**src/rtl/sketch_hot_filter_if.sv**
```systemverilog
// Hot-entry output bus between sketch_hot_filter and the migration/hot-page consumer.
interface sketch_hot_filter_if #(
    parameter int ADDR_SIZE = 22,
    parameter int CNT_SIZE  = 32
);
    logic                 hot_valid;
    logic                 hot_ready;
    logic [ADDR_SIZE-1:0] hot_addr;
    logic [CNT_SIZE-1:0]  hot_cnt;

    modport master (output hot_valid, hot_addr, hot_cnt, input hot_ready);
    modport slave  (input hot_valid, hot_addr, hot_cnt, output hot_ready);
endinterface

```
**src/rtl/sketch_hot_filter.sv**
```systemverilog
// Count-min hot filter: min across hash rows, threshold compare, hot FIFO with drop counting.
// Optional recent-address dedup filter enabled by defining SKETCH_HOT_DEDUP_EN.
module sketch_hot_filter #(
    parameter int NUM_HASH      = 4,
    parameter int ADDR_SIZE     = 22,
    parameter int CNT_SIZE      = 32,
    parameter int FIFO_DEPTH    = 8,
    parameter int RECENT_DEPTH  = 4,
    parameter int DROP_CNT_SIZE = 16
) (
    input  logic                               clk,
    input  logic                               rst,
    input  logic                               in_valid,
    input  logic [ADDR_SIZE-1:0]               in_addr,
    input  logic [NUM_HASH-1:0][CNT_SIZE-1:0]  in_cnt_array,
    input  logic [CNT_SIZE-1:0]                hot_threshold,
    sketch_hot_filter_if.master                hot,
    output logic [$clog2(FIFO_DEPTH):0]        fifo_level,
    output logic [DROP_CNT_SIZE-1:0]           drop_cnt
);
    localparam int PW = $clog2(FIFO_DEPTH);
    localparam int LW = PW + 1;

    if (NUM_HASH < 1 || RECENT_DEPTH < 1 || FIFO_DEPTH < 2 ||
        (FIFO_DEPTH & (FIFO_DEPTH - 1)) != 0) begin : g_bad_params
        $error("sketch_hot_filter: illegal parameter combination");
    end

    logic                 s1_valid;
    logic [ADDR_SIZE-1:0] s1_addr;
    logic [CNT_SIZE-1:0]  s1_min;
    logic [CNT_SIZE-1:0]  in_min;

    logic [ADDR_SIZE-1:0] mem_addr [FIFO_DEPTH];
    logic [CNT_SIZE-1:0]  mem_cnt  [FIFO_DEPTH];
    logic [PW-1:0]        rd_ptr, wr_ptr, next_rd;
    logic [ADDR_SIZE-1:0] head_addr, head_addr_nxt;
    logic [CNT_SIZE-1:0]  head_cnt, head_cnt_nxt;
    logic [LW-1:0]        level_nxt;

    logic cand, hit, pop, push, drop, has_room;

    always_comb begin
        in_min = in_cnt_array[0];
        for (int i = 1; i < NUM_HASH; i++)
            if (in_cnt_array[i] < in_min) in_min = in_cnt_array[i];
    end

    assign cand     = s1_valid && (hot_threshold != '0) && (s1_min >= hot_threshold);
    assign pop      = (fifo_level != '0) && hot.hot_ready;
    assign has_room = fifo_level != LW'(FIFO_DEPTH);
    assign push     = cand && !hit && (has_room || pop);
    assign drop     = cand && !hit && !push;

    assign next_rd   = rd_ptr + PW'(pop);
    assign level_nxt = fifo_level + LW'(push) - LW'(pop);

    // The head registers look through the FIFO when the new head is the entry being written now.
    always_comb begin
        head_addr_nxt = head_addr;
        head_cnt_nxt  = head_cnt;
        if (level_nxt != '0) begin
            if (push && next_rd == wr_ptr) begin
                head_addr_nxt = s1_addr;
                head_cnt_nxt  = s1_min;
            end else begin
                head_addr_nxt = mem_addr[next_rd];
                head_cnt_nxt  = mem_cnt[next_rd];
            end
        end
    end

    always_ff @(posedge clk) begin
        if (push) begin
            mem_addr[wr_ptr] <= s1_addr;
            mem_cnt[wr_ptr]  <= s1_min;
        end
    end

    always_ff @(posedge clk) begin
        if (rst) begin
            s1_valid   <= 1'b0;
            s1_addr    <= '0;
            s1_min     <= '0;
            rd_ptr     <= '0;
            wr_ptr     <= '0;
            fifo_level <= '0;
            head_addr  <= '0;
            head_cnt   <= '0;
            drop_cnt   <= '0;
        end else begin
            s1_valid <= in_valid;
            if (in_valid) begin
                s1_addr <= in_addr;
                s1_min  <= in_min;
            end
            if (push) wr_ptr <= wr_ptr + 1'b1;
            rd_ptr     <= next_rd;
            fifo_level <= level_nxt;
            head_addr  <= head_addr_nxt;
            head_cnt   <= head_cnt_nxt;
            if (drop && drop_cnt != '1) drop_cnt <= drop_cnt + 1'b1;
        end
    end

`ifdef SKETCH_HOT_DEDUP_EN
    localparam int RW = (RECENT_DEPTH > 1) ? $clog2(RECENT_DEPTH) : 1;

    logic [ADDR_SIZE-1:0]    recent_addr [RECENT_DEPTH];
    logic [RECENT_DEPTH-1:0] recent_vld;
    logic [RW-1:0]           rr_ptr;

    // Match uses pre-edge contents; an insert this cycle is not visible until the next.
    always_comb begin
        hit = 1'b0;
        for (int i = 0; i < RECENT_DEPTH; i++)
            if (recent_vld[i] && recent_addr[i] == s1_addr) hit = 1'b1;
    end

    always_ff @(posedge clk) begin
        if (rst) begin
            recent_vld <= '0;
            rr_ptr     <= '0;
        end else if (push) begin
            recent_addr[rr_ptr] <= s1_addr;
            recent_vld[rr_ptr]  <= 1'b1;
            rr_ptr <= (rr_ptr == RW'(RECENT_DEPTH - 1)) ? '0 : rr_ptr + 1'b1;
        end
    end
`else
    assign hit = 1'b0;
`endif

    assign hot.hot_valid = fifo_level != '0;
    assign hot.hot_addr  = head_addr;
    assign hot.hot_cnt   = head_cnt;
endmodule

```
**src/flat_wrapper.sv**
```systemverilog
// flat-port wrapper written by rule: the top's interface ports become plain ports
module sketch_hot_filter_flat 
#(
    parameter int NUM_HASH      = 4,
    parameter int ADDR_SIZE     = 22,
    parameter int CNT_SIZE      = 32,
    parameter int FIFO_DEPTH    = 8,
    parameter int RECENT_DEPTH  = 4,
    parameter int DROP_CNT_SIZE = 16
)
  (clk, rst, in_valid, in_addr, in_cnt_array, hot_threshold, fifo_level, drop_cnt, hot_hot_valid, hot_hot_addr, hot_hot_cnt, hot_hot_ready);
  sketch_hot_filter_if #(.ADDR_SIZE(ADDR_SIZE), .CNT_SIZE(CNT_SIZE)) hot_i ();
  input  logic clk;
  input  logic rst;
  input  logic in_valid;
  input  logic [ADDR_SIZE-1:0] in_addr;
  input  logic [NUM_HASH-1:0][CNT_SIZE-1:0] in_cnt_array;
  input  logic [CNT_SIZE-1:0] hot_threshold;
  output logic [$clog2(FIFO_DEPTH):0] fifo_level;
  output logic [DROP_CNT_SIZE-1:0] drop_cnt;
  output wire logic [$bits(hot_i.hot_valid)-1:0] hot_hot_valid;
  output wire logic [$bits(hot_i.hot_addr)-1:0] hot_hot_addr;
  output wire logic [$bits(hot_i.hot_cnt)-1:0] hot_hot_cnt;
  input wire logic [$bits(hot_i.hot_ready)-1:0] hot_hot_ready;
  assign hot_hot_valid = hot_i.hot_valid;
  assign hot_hot_addr = hot_i.hot_addr;
  assign hot_hot_cnt = hot_i.hot_cnt;
  assign hot_i.hot_ready = hot_hot_ready;
  sketch_hot_filter #(.NUM_HASH(NUM_HASH), .ADDR_SIZE(ADDR_SIZE), .CNT_SIZE(CNT_SIZE), .FIFO_DEPTH(FIFO_DEPTH), .RECENT_DEPTH(RECENT_DEPTH), .DROP_CNT_SIZE(DROP_CNT_SIZE)) u_core (.clk(clk), .rst(rst), .in_valid(in_valid), .in_addr(in_addr), .in_cnt_array(in_cnt_array), .hot_threshold(hot_threshold), .hot(hot_i), .fifo_level(fifo_level), .drop_cnt(drop_cnt));
endmodule
```
**config.mk**
```make
export PLATFORM = sky130hd
export DESIGN_NAME = sketch_hot_filter_flat
export DESIGN_NICKNAME = d
export VERILOG_FILES = /design/src/rtl/sketch_hot_filter_if.sv /design/src/rtl/sketch_hot_filter.sv /design/src/flat_wrapper.sv
export SDC_FILE = /design/constraint.sdc
export NUM_CORES = 1
export LEC_CHECK = 0
export ABC_AREA = 1
export CORE_MARGIN = 4
export CORE_UTILIZATION = 30
export CTS_CLUSTER_DIAMETER = 80
export DETAILED_ROUTE_END_ITERATION = 8
export GPL_TIMING_DRIVEN = 0
export PLACE_DENSITY_LB_ADDON = 0.3
export SETUP_SLACK_MARGIN = 0.2
export SLEW_MARGIN = 25
export SYNTH_ARGS = -nofsm -noshare
export SYNTH_HDL_FRONTEND = slang
export SYNTH_SLANG_ARGS = --single-unit
```
**constraint.sdc**
```tcl
create_clock -name clk -period 19.1 [get_ports clk]
set_input_delay 3.82 -clock clk [delete_from_list [all_inputs] [get_ports clk]]
set_output_delay 3.82 -clock clk [all_outputs]
set_load 0.01 [all_outputs]
```
# Word level (Yosys, flattened, before mapping)
# Memories as Yosys holds them, arrays and structs flattened. A register that Yosys moved wholly into a read port is not among the register bits.
# Index checks and enable logic that the tools add are counted.
# totals
regBits	81
mem_bits_rw	432
input_bits	186
out_inout_bits	75
word_cells	36
memories	2
# op_classes
add_sub_neg	5
n_lt_le_gt_ge	4
eq_ne	2
mux	5
reduce_logical	11
# mem_list
memory	words	width	read_ports	rd_ports_with_merged_regs	wr	line	text
u_core.mem_cnt	8	32	1	1	1	sketch_hot_filter.sv:35	logic [CNT_SIZE-1:0] mem_cnt [FIFO_DEPTH];
u_core.mem_addr	8	22	1	1	1	sketch_hot_filter.sv:34	logic [ADDR_SIZE-1:0] mem_addr [FIFO_DEPTH];
# ops
op	n
32-bit less-than comparator	3
32-bit 2-to-1 mux	3
32-bit >= comparator	1
32-bit nonzero test	1
16-bit by 1-bit adder with 16-bit output (second input constant)	1
16-bit != test (second input constant)	1
4-bit nonzero test	2
1-bit logical AND	6
4-bit by 1-bit adder with 4-bit output	1
4-bit != test (second input constant)	1
4-bit by 1-bit subtractor with 4-bit output	1
3-bit by 1-bit adder with 3-bit output	1
3-bit by 1-bit adder with 3-bit output (second input constant)	1
1-bit 2-to-1 mux	2
1-bit logical NOT	1
1-bit logical OR	1

# Longest topological paths before layout
# logic_depth
ltp_word	7
depth_mapped	46
depth_no_buf	43

# Worst setup path before layout
# No wires, ideal clock.
# synth_path
path_kind	input -> register
from	input in_cnt_array[21] (netlist name)
to	register u_core.s1_min[10]
setup_time_ns	0.132
arrival_time_ns	8.559
required_ns	18.968
path_slack_ns	10.409
stages	33
path_buffers	3
path_cell_list	inv_1 ha_1 a21oi_1 nor2_1 nor3_1 a21oi_1 nor2_2 nand2_2 clkbuf_1 nand2_1 o21ai_0 ha_1 nand4_1 nor4_1 inv_1 nor4_1 nand2_1 nand2_2 buf_1 nand2_1 o21ai_0 ha_1 a21oi_1 o21ai_0 nand3_1 nand2_1 nand2_1 a21oi_1 a2111oi_1 clkbuf_1 nand3_1 nand3_1 a21oi_1
# synth_between
elab_chain_len	6
# synth_rtl
item	line	text
from (decl)	flat_wrapper.sv:17	input logic [NUM_HASH-1:0][CNT_SIZE-1:0] in_cnt_array;
32-bit less-than comparator	sketch_hot_filter.sv:46	if (in_cnt_array[i] < in_min) in_min = in_cnt_array[i];
32-bit 2-to-1 mux *	sketch_hot_filter.sv:46	
32-bit less-than comparator	sketch_hot_filter.sv:46	
32-bit 2-to-1 mux *	sketch_hot_filter.sv:46	
32-bit less-than comparator	sketch_hot_filter.sv:46	
32-bit 2-to-1 mux *	sketch_hot_filter.sv:46	
to (signal assigned)	sketch_hot_filter.sv:95	s1_min <= in_min;
to (decl)	sketch_hot_filter.sv:31	logic [CNT_SIZE-1:0] s1_min;
# Mark *: on every way between the ends. The rest lies on a longest branch, timed or not.
# A chain may end at the register's enable or synchronous reset.

# Worst setup path in the final report
# layout_path
from	input in_cnt_array[31] (netlist name)
to	register u_core.s1_min[1]
# Same word-level chain as after synthesis.

==> key figures <==
Outcome
  – Status: finished, final reports clean

Timing
  – Slew Limit Fails: 0
  – Worst hold slack: 486 ps
  – Rel. slew slack: 34.9%
  – Unrepaired setup endpoints after global routing: no
  – Final setup viols: 0
  – Min cycle time layout: 10300 ps
  – Setup Total Neg Slack: 0 ps
  – Clock skew: 30.9 ps
  – Endpoints failing hold: 0
  – Final WS setup: 8800 ps
  – Fin crit share: 53.9%
  – Upper clock frequency limit: 97.0 MHz
  – Worst Tran Pin Value: 977 ps

Synth
  – Biggest area consumer among synthesized cells: edfxtp_1
  – Sequential element share of the synthesized area: 60.7%
  – Post-Syn Area: 0.0258 mm²
  – #FFs+latches synth: 567
  – Largest cells by area after synthesis: edfxtp_1, dfxtp_1, o21ai_0
  – Yosys cell types: 38
  – Top cell type's share of synthesized area: 50.2%
  – Net Count, Synth: 2816
  – Syn_area_per_cell: 10.4 µm²
  – Ys Warns: 0
  – Synth Instances: 2495

Drt
  – Total wire length: 84.6 mm
  – Wire per inst: 20.9 µm
  – Vias per inst: 5.01
  – DRC: 0
  – DRT Pass-1 Iters: 5
  – DRT iter0 DRCs: 1753
  – Antenna Nets Post-Route: 0
  – Vias: 20200

Job
  – Count of max-cap constraint violations: 0

Global route
  – Total grt overflow: 0
  – Largest net degree at the start of global routing: 19
  – Antenna violations before repair: 17
  – First-pass GRT wire length: 124 mm
  – Vias in the first global route: 19700
  – GRT Overall Usage: 18.1%

Critical path
  – Cells on worst reg2reg path: 32
  – Delay-heaviest family, CP: simple AND/OR/NAND/NOR gates
  – Slowest-stage cell, CP: a2111oi_2
  – Worst r2r dst: u_core.hot.hot_cnt[12]
  – Critical Path RT: 19570 ps
  – CP Capture Type: register
  – R2R setup slack: 12710 ps
  – Buf/Inv on CP: 7
  – Reg-to-reg startpoint: u_core.s1_min[0]
  – WP data arrival: 10780 ps
  – Worst Setup Start Kind: primary input
  – CP max stage delay: 700 ps
  – CP Max Fanout: 10
  – Worst Path Class, Setup: in -> reg
  – Cell mode on critical path: nand3_1

Power and ir drop
  – P_leak: 11.7 nW
  – Worst IR drop on VDD: 112 µV
  – Pwr per Cell Area: 130 mW/mm²

Clock tree
  – Clock tree buffer depth: 3
  – CTS tree: done
  – Hold Buf Count CTS: 0
  – Worst skew pair latency: 630 ps
  – Setup bufs post-CTS: 0
  – Clock slew at the register clock pins of the worst setup and hold paths: 60 ps
  – Resize count post-CTS: 0
  – CTS H-tree lvls: 2
  – Cts bufs inserted: 59
  – CTS root buf: clkbuf_16
  – Clk sinks: 567

Floorplan
  – Core region area: 0.0853 mm²
  – Die width: 301 µm
  – Die height: 301 µm
  – Num rows: 107
  – Starting density of the core: 30.3%
  – Ports: 261
  – Die footprint: 0.0909 mm²

Place
  – Post-DP Area: 0.0306 mm²
  – Number of placed cells counting well taps: 3923
  – Final HPWL DP: 60.7 mm
  – IO buf count: 258
  – Gp weighted congestion: 0.856
  – Setup WS pre-CTS: 8160 ps

Layout
  – Post-route cell area: 0.0326 mm²
  – Fillers: 8470
  – Area of the multi-input gates: 0.00898 mm²
  – Final nets: 3161
  – Share of layout cells above drive strength 1: 5.40%
  – Area grow syn2layout: 26.3%
  – Layout Cells excl Fill: 4039
  – Sequential Area: 0.0157 mm²

Min path
  – Hold path cells: 2
  – Hold Path End: u_core.drop_cnt[8]
  – Worst Hold Launch: u_core.drop_cnt[8]
  – Min-delay worst type: reg -> reg
## worst max path at each step
stage | startpoint | to | depth (start not counted) | slack [ps]
after global routing | in_cnt_array[31] | u_core.s1_min[1] | 34 | 8180
after global placement | hot_threshold[0] | u_core.mem_cnt[7][13] | 27 | 6080
final | in_cnt_array[31] | u_core.s1_min[1] | 33 | 8800
after CTS | in_cnt_array[31] | u_core.s1_min[3] | 33 | 8800
after detailed placement | in_cnt_array[31] | u_core.s1_min[3] | 33 | 8160
after floorplan | in_cnt_array[21] | u_core.s1_min[10] | 33 | 10410
## sequential cells by signal (all words and copies together), names as in the netlist
register,flops
u_core.drop_cnt,16
u_core.fifo_level,4
u_core.hot.hot_addr,22
u_core.hot.hot_cnt,32
u_core.mem_addr,176
u_core.mem_cnt,256
u_core.rd_ptr,3
u_core.s1_addr,22
u_core.s1_min,32
u_core.s1_valid,1
u_core.wr_ptr,3
## report_power, final
| part | internal [W] | switching, W |
|---|---|---|
| Combinational | 0.000529 | 0.00103 |
| Clock | 0.000700 | 0.000490 |
| Sequential | 0.00142 | 0.0000865 |
| Total | 0.00265 | 0.00161 |
## metrics by stage
| step | total power, W | util [%] |
|---|---|---|
| after detailed placement | 0.00309 | 35.9 |
| final | 0.00426 | 38.3 |
| after global routing | 0.00449 | 38.3 |
| after CTS | 0.00428 | 38.3 |
| after floorplan | 0.00240 | - |
| after global placement | 0.00308 | 35.0 |
## routing by layer
metal  track usage (%)  part of all wire, %
met4              4.46                  2.1
met2              29.9                   46
met1              23.0                   41
met3              5.91                   10
met5                 0                 0.18
## cell type report
cell class | instances | area share (%)
clock inverter | 31 | 1.03
multi-input combinational | 1608 | 27.5
antenna | 5 | 0.0383
tap | 1144 | 4.39
clock buffer | 80 | 5.17
sequential | 567 | 48.0
inverter | 168 | 1.93
timing repair buffer | 284 | 10.0
buffer | 152 | 1.89
## placed cells by master (no fill, tap or decap), types with 60 or more instances in the layout
cell	count
nand3_1	87
dfxtp_1	135
clkbuf_16	60
inv_1	166
clkbuf_1	139
clkdlybuf4s50_1	258
ha_1	134
edfxtp_1	432
nand2_1	304
o21ai_0	368
a21oi_1	90
nor2_1	310
## synth_stat cells, drive strengths merged
master,n
o221ai,56
a211oi,7
nand2,309
nor3,15
ha,134
a2111oi,3
inv,168
or2,1
o21a,3
xor2,1
edfxtp,432
buf,22
o21ai,369
nor3b,3
o22ai,54
o221a,2
o211ai,55
xnor2,3
nor4,12
clkbuf,130
dfxtp,135
a21oi,90
a31oi,58
nand3,87
o31a,1
fa,1
a21boi,2
a21o,2
nor2,319
nand4,21
## worst min-delay path, stage by stage, from the launching register on
cell and delay (ps):
dfxtp_1 320, inv_1 60, a21oi_1 50
## cells by family (layout without fill, tap and decap cells)
| family | after synthesis | in the layout | share of synthesized area, % |
|---|---|---|---|
| AO/OA/AOI/OAI | 702 | 702 | 15.7 |
| XOR/XNOR | 4 | 4 | 0.136 |
| AND/OR/NAND/NOR | 767 | 767 | 12.1 |
| adder cells (fa/ha/maj) | 135 | 135 | 6.57 |
| flip-flops | 567 | 567 | 60.7 |
| other | 0 | 5 | 0 |
| buffers and inverters | 320 | 715 | 4.83 |
No activity file was read; power rests on OpenSTA's default activity.
